<file path="src/rtl/uart_mem_arbiter.sv">
// Arbitrates the shared memory port between UART RX-DMA (writes) and TX-DMA (reads).
// Round-robin with an RX urgency override; the memory signals follow the granted requester combinationally.
module uart_mem_arbiter #(
  parameter int M_WIDTH        = 32,
  parameter int TIMEOUT_CYCLES = 255
) (
  input  logic               clk,
  input  logic               rst,
  input  logic               rx_req,
  input  logic [M_WIDTH-1:0] rx_addr,
  input  logic [1:0]         rx_width,
  input  logic [M_WIDTH-1:0] rx_data,
  input  logic               rx_urgent,
  output logic               rx_ready,
  input  logic               tx_req,
  input  logic [M_WIDTH-1:0] tx_addr,
  input  logic [1:0]         tx_width,
  output logic [M_WIDTH-1:0] tx_data,
  output logic               tx_ready,
  output logic               mem_req,
  output logic               mem_we,
  output logic [M_WIDTH-1:0] mem_addr,
  output logic [1:0]         mem_width,
  output logic [M_WIDTH-1:0] mem_data_out,
  input  logic               mem_ready,
  input  logic [M_WIDTH-1:0] mem_data_in,
  output logic               err_rx,
  output logic               err_tx,
  input  logic               err_clr,
  output logic               busy
);

  typedef enum logic [1:0] {IDLE, GRANT_RX, GRANT_TX} state_t;

  localparam logic [15:0] WAIT_LAST = 16'(TIMEOUT_CYCLES - 1);

  state_t      state, state_nxt;
  logic [15:0] wait_cnt;
  logic        last_rx;
  logic        grant_req;
  logic        done;
  logic        dropped;
  logic        timeout;

  assign grant_req = (state == GRANT_RX) ? rx_req : (state == GRANT_TX) ? tx_req : 1'b0;
  assign done      = grant_req & mem_ready;
  assign dropped   = busy & ~grant_req;
  assign timeout   = grant_req & ~mem_ready & (wait_cnt == WAIT_LAST);
  assign busy      = (state != IDLE);
  assign tx_data   = mem_data_in;

  always_ff @(posedge clk or negedge rst) begin
    if (!rst) state <= IDLE;
    else      state <= state_nxt;
  end

  always_comb begin
    state_nxt = state;
    case (state)
      IDLE: begin
        // RX wins a tie when urgent or when TX was served last
        if (rx_req && (!tx_req || rx_urgent || !last_rx)) state_nxt = GRANT_RX;
        else if (tx_req)                                   state_nxt = GRANT_TX;
      end
      GRANT_RX, GRANT_TX: begin
        if (done || dropped || timeout) state_nxt = IDLE;
      end
      default: state_nxt = IDLE;
    endcase
  end

  always_comb begin
    mem_req      = 1'b0;
    mem_we       = 1'b0;
    mem_addr     = '0;
    mem_width    = '0;
    mem_data_out = '0;
    rx_ready     = 1'b0;
    tx_ready     = 1'b0;
    case (state)
      GRANT_RX: begin
        mem_req      = rx_req;
        mem_we       = 1'b1;
        mem_addr     = rx_addr;
        mem_width    = rx_width;
        mem_data_out = rx_data;
        rx_ready     = rx_req & mem_ready;
      end
      GRANT_TX: begin
        mem_req   = tx_req;
        mem_addr  = tx_addr;
        mem_width = tx_width;
        tx_ready  = tx_req & mem_ready;
      end
      default: ;
    endcase
  end

  always_ff @(posedge clk or negedge rst) begin
    if (!rst) begin
      wait_cnt <= '0;
      last_rx  <= 1'b0;
      err_rx   <= 1'b0;
      err_tx   <= 1'b0;
    end else begin
      if (!busy)           wait_cnt <= '0;
      else if (!mem_ready) wait_cnt <= wait_cnt + 16'd1;
      // A dropped request does not count as service
      if (done || timeout) last_rx <= (state == GRANT_RX);
      err_rx <= (err_rx & ~err_clr) | (timeout & (state == GRANT_RX));
      err_tx <= (err_tx & ~err_clr) | (timeout & (state == GRANT_TX));
    end
  end

endmodule

</file>
<file path="config.mk">
export PLATFORM = sky130hd
export DESIGN_NAME = uart_mem_arbiter
export DESIGN_NICKNAME = d
export VERILOG_FILES = /design/src/rtl/uart_mem_arbiter.sv
export SDC_FILE = /design/constraint.sdc
export NUM_CORES = 1
export LEC_CHECK = 0
export BUFFER_PORTS_ARGS = -buffer_cell sky130_fd_sc_hd__clkbuf_2
export CORE_AREA = 4 4 92 94
export CTS_CLUSTER_SIZE = 40
export DETAILED_ROUTE_END_ITERATION = 10
export DIE_AREA = 0 0 96 98
export GPL_TIMING_DRIVEN = 0
export HOLD_SLACK_MARGIN = 0.03
export PLACE_DENSITY = 0.8
export SYNTH_ARGS = -nofsm -noshare
export SYNTH_HDL_FRONTEND = slang
export SYNTH_SLANG_ARGS = --single-unit
</file>
<file path="constraint.sdc">
create_clock -name clk -period 2.7 [get_ports clk]
set_clock_uncertainty 0.05 [all_clocks]
set_input_delay 0.81 -clock clk [delete_from_list [all_inputs] [get_ports clk]]
set_output_delay 0.81 -clock clk [all_outputs]
set_load 0.1 [all_outputs]
</file>
==> Word-level counts from Yosys, hierarchy flattened <==
Cells that the tools add are included.
{ "word_totals": {"word_cells": 54, "ff_bits": 21, "input_bits": 139, "out_inout_bits": 105} }
{ "op_classes": {"n_reduce_logical": 12, "bitwise": 15, "eq_ne": 6, "addsub": 1, "n_mux": 15} }
{ "op_table": {"columns": ["op", "n"], "rows": [
  ["case mux 32 bit (2 select lines)", 1],
  ["two-way mux 16 bit", 2],
  ["two-way mux 32 bit", 1],
  ["adder 16 x 1 -> 16 bit (second input constant)", 1],
  ["equality test 16 x 8 -> 1 bit (second input constant)", 1],
  ["bitwise AND 1 bit", 10],
  ["case mux 2 bit (2 select lines)", 2],
  ["two-way mux 2 bit", 3],
  ["logical OR 1 bit", 5],
  ["two-way mux 1 bit", 5],
  ["!= test 2 bit (second input constant)", 2],
  ["!= test 3 bit (second input constant)", 1],
  ["NOT 1 bit", 3],
  ["equality test 2 x 1 -> 1 bit (second input constant)", 1],
  ["equality test 2 bit (second input constant)", 1],
  ["logical NOT 1 bit", 2],
  ["logical NOT 2 bit", 1],
  ["bitwise OR 1 bit", 2],
  ["case mux 1 bit (2 select lines)", 1],
  ["AND reduction 2 bit", 1],
  ["nonzero test 2 bit", 1],
  ["OR reduction 2 bit", 1],
  ["logical AND 1 bit", 1]
]} }

==> Logic depth before layout (Yosys ltp) <==
{ "logic_depth": {"depth_word": 9, "ltp_mapped": 7, "mapped_depth_nobuf": 6} }

==> Least setup slack after synthesis <==
Ideal clock, no wire load.
{ "synth_timing": {"path_type": "register to output", "start": "register state[1]", "end": "output port mem_addr[10]", "path_stages_with_launch": 7, "path_slack_ns": -1.399, "required_time_ns": 1.840, "arrival_ns": 3.239, "path_buffers": 2, "path_cell_list": "dfrtp_1 > inv_1 > ha_1 > buf_2 > clkbuf_1 > a22oi_1 > nor2_1"} }
{ "synth_between": {"elab_chain_len": 2, "word_cells_on_any_way": 3, "cone_classes": "eq/ne: 2; mux: 1"} }
{ "synth_lines": {"columns": ["item", "line_no", "source"], "rows": [
  ["start: declaration", "37", "state_t state, state_nxt;"],
  ["start signal: assignment", "54", "else state <= state_nxt;"],
  ["equality test 2 bit / equality test 2 x 1 -> 1 bit (equally long branches)", "80", "case (state)"],
  ["case mux 32 bit (2 select lines) *", "80", null],
  ["end: declaration", "22", "output logic [M_WIDTH-1:0] mem_addr,"]
]} }
Every way passes the cells marked *; elsewhere a longest branch is shown, timed or not.

==> Worst setup path after layout <==
{ "layout_timing": {"start": "register state[1]", "end": "output port mem_addr[23]"} }
Same word-level chain as after synthesis.

==> results.yml <==
routing:
  drt_iter0_drc: 58
  drc: 0
  via_per_inst: 4.837
  drt-wirelength-per-cell_um: 18.25
  num_vias: 2878
  antenna_left: 0
  drtPass1Iterations: 4
  wl_um: 10860
clock_network:
  cts_buffers: 3
  cts_max_level: 1
  clkSinkCount: 21
  clk_pin_slew_ps: 80
  cts_buffer_depth: 2
  ctsHoldBuffers: 0
  cts_tree: "yes"
  cts-root-buf: "clkbuf_8"
  insertion_delay_ps: 270
final_layout:
  final_area_mm2: 0.004720
  nFillCells: 631
  final_util_pct: 61.71
  drive_gt1_share_pct: 76.47
  syn2layout_area_growth_pct: 122.5
  diodes: 0
  fin_nets: 638
  instances_no_fill: 595
critical_path:
  ff2ff_setup_slack_ps: 650
  r2r_cells: 4
  crit_fanout: 10
  crit_type: "reg -> out"
  critPathArrivalTime_ps: 1800
  worstReg2RegStart: "wait_cnt[9]"
  startpoint_type: "register"
  critPathCaptureType: "output pin"
  cp.required_ps: 1840
  r2r_end: "state[0]"
place:
  dp_hpwl_um: 8165
  portBuffers: 211
  gp_congestion: 0.9246
  dpl-instance-area_mm2: 0.003650
  dpl.cell_count: 592
synth:
  synthArstFlopShare_pct: 100.0
  synthMuxAreaShare_pct: 1.180
  synth-compound-area-share_pct: 19.23
  synth_cells: 279
  synth_fp_nets: 423
  ys_ff_latch: 21
  synth.avg_cell_area_um2: 7.601
  synthAdderAreaFrac_pct: 2.950
  synth.distinct_cells: 38
  seq_area_frac_synth_pct: 24.78
  synth_top_family_by_area: "simple AND/OR/NAND/NOR gates"
  ys_warn_count: 0
  synth-simple-area-share_pct: 31.92
  synth_area_mm2: 0.002121
  synth-main-ff-cell: "dfrtp_1"
  synth_edf_count: 0
  synthXorXnorAreaFrac_pct: 3.717
global_route:
  overflow: 0
  track_usage_pct: 21.10
  grt_pass1_vias: 2986
  grt_pass1_wl_um: 15770
  grt_max_degree: 22
  grt_antenna_before_repair: 0
sta:
  max_clock_freq_mhz: 375.4
  holdWs_ps: 455.8
  slew_viol_final: 0
  hold_viol_final: 0
  timing.final.crit_share_pct: 98.65
  setup_viol_count_final: 0
  max-slew-margin-rel_pct: 62.41
  worst_slew_pin_slew_ps: 566.2
  grt_setup_unrepaired: "true"
  min_period_ps: 2664
power_and_ir_drop:
  leakage_nw: 2.146
  p_per_area_mw_per_mm2: 1183
  ir_drop_uv: 553.8
floorplan:
  dieArea_mm2: 0.009408
  core_area_mm2: 0.007647
  ios: 244
  std_cell_rows: 32
  die_w_um: 96
  die_h_um: 98
  floorplan.initialDensity_pct: 27.73
hold_path:
  min_path_type: "in -> async"
run_status:
  status: "complete, no violations"
flow_run:
  max-cap-violations: 0
## cell families (layout without fill, tap and decap cells)
kind of cell               Yosys count  in the layout
AOI/OAI and AO/OA                   58             58
muxes                                2              2
and+or+nand+nor                    125            125
DFF                                 21             21
adders and majority gates            5              5
xor gates and xnor gates             9              9
buffers and inverters               59            273
## cells in the mapped netlist, types with 3 or more instances
cell type  count  area (um2)
nor2_1        48       180.2
a22oi_1       34       255.2
and2_1        33       206.5
buf_4         32       240.2
dfrtp_1       21       525.5
clkbuf_1      16       60.06
nand2_1       10       37.54
a21oi_1        8       40.04
inv_1          8       30.03
nand3_1        8       40.04
o21ai_0        7       35.03
xnor2_1        6       52.55
ha_1           5       62.56
or4_1          5       37.54
o31ai_1        4       30.03
nor3_1         3       15.01
nor4_1         3       18.77
xor2_1         3       26.28
## worst max-delay path, cell delays in order (launching register included)
cell	delay [ps]
dfrtp_1	400
inv_2	90
ha_4	160
buf_6	140
buf_4	190
a22oi_1	280
nor2_4	60
clkbuf_8	220
## worst max path at each step
stage	startpoint	end	slack, ps	depth (start not counted)
floorplan	state[0]	mem_addr[0]	10	6
global placement	state[0]	mem_width[0]	-450	7
detailed placement	state[0]	mem_width[0]	-560	7
CTS	state[1]	mem_addr[8]	-20	7
global route	state[1]	mem_addr[16]	-40	7
finish	state[1]	mem_addr[23]	40	7
## timing repair
action / CTS / global route
setup buffers: 1 / 0
gates resized for setup: 175 / 63
pin swaps: 0 / 0
endpoints found under the setup margin: 69 / 65
## per-layer routing
| metal | wire length [um] | part of all wire, % | GRT usage (%) | vias to the layer above |
|---|---|---|---|---|
| li1 | - | - | - | 1361 |
| met4 | 255 | 2.3 | 7.768 | 0 |
| met1 | 3669 | 34 | 22.32 | 1367 |
| met2 | 6138 | 57 | 39.83 | 131 |
| met5 | 0 | 0 | 0 | - |
| met3 | 792 | 7.3 | 4.237 | 19 |
## state kept, by name, indices dropped and copies added, names as in the netlist
register	cells
err_rx	1
err_tx	1
last_rx	1
state	2
wait_cnt	16
## cell type report
| type | instances | area (um2) | area share (%) |
|---|---|---|---|
| plain buffers | 48 | 406.6 | 8.616 |
| clock buffers | 3 | 41.29 | 0.8749 |
| clock inverters | 1 | 5.005 | 0.1060 |
| inverters | 9 | 38.79 | 0.8218 |
| multi-input cells | 199 | 1748 | 37.04 |
| flip-flops and latches | 21 | 526.8 | 11.16 |
| well taps | 102 | 127.6 | 2.704 |
| repair buffers | 212 | 1826 | 38.68 |
## report_power, final
part	total (mW)	internal [mW]	leakage (nW)	switching, mW
Clock	0.215	0.103	0.0255	0.112
Sequential	0.385	0.346	0.284	0.0383
Combinational	4.98	1.55	1.84	3.44
Total	5.58	2.00	2.15	3.59
## stage by stage
stage	power, mW	TNS [ps]	setup WS (ps)
2_1_floorplan	3.764	0	10.47
3_3_place_gp	4.294	-10310	-451.4
3_5_place_dp	4.346	-12900	-564.7
4_1_cts	5.360	-40.75	-19.35
5_1_grt	5.778	-252.4	-41.20
6_report	5.582	0	36.34
## placed cells by master, fill, tap and decap left out, types with 3 or more instances in the layout
master | Yosys | final
a21oi_1 | 8 | 7
buf_4 | 32 | 41
clkbuf_16 | 0 | 15
nand3_1 | 8 | 8
ha_4 | 0 | 3
nor3_1 | 3 | 3
buf_8 | 0 | 13
or4_1 | 5 | 5
and2_2 | 0 | 32
nor2_1 | 48 | 14
o31ai_1 | 4 | 4
o21ai_0 | 7 | 7
inv_1 | 8 | 6
clkbuf_8 | 0 | 40
buf_12 | 0 | 4
clkbuf_2 | 0 | 145
nor4_1 | 3 | 3
dfrtp_1 | 21 | 20
nand2_1 | 10 | 10
a22oi_1 | 34 | 4
xnor2_1 | 6 | 6
xor2_1 | 3 | 3
nor2_4 | 0 | 34
a22oi_2 | 0 | 30
(Power assumes the default switching activity.)
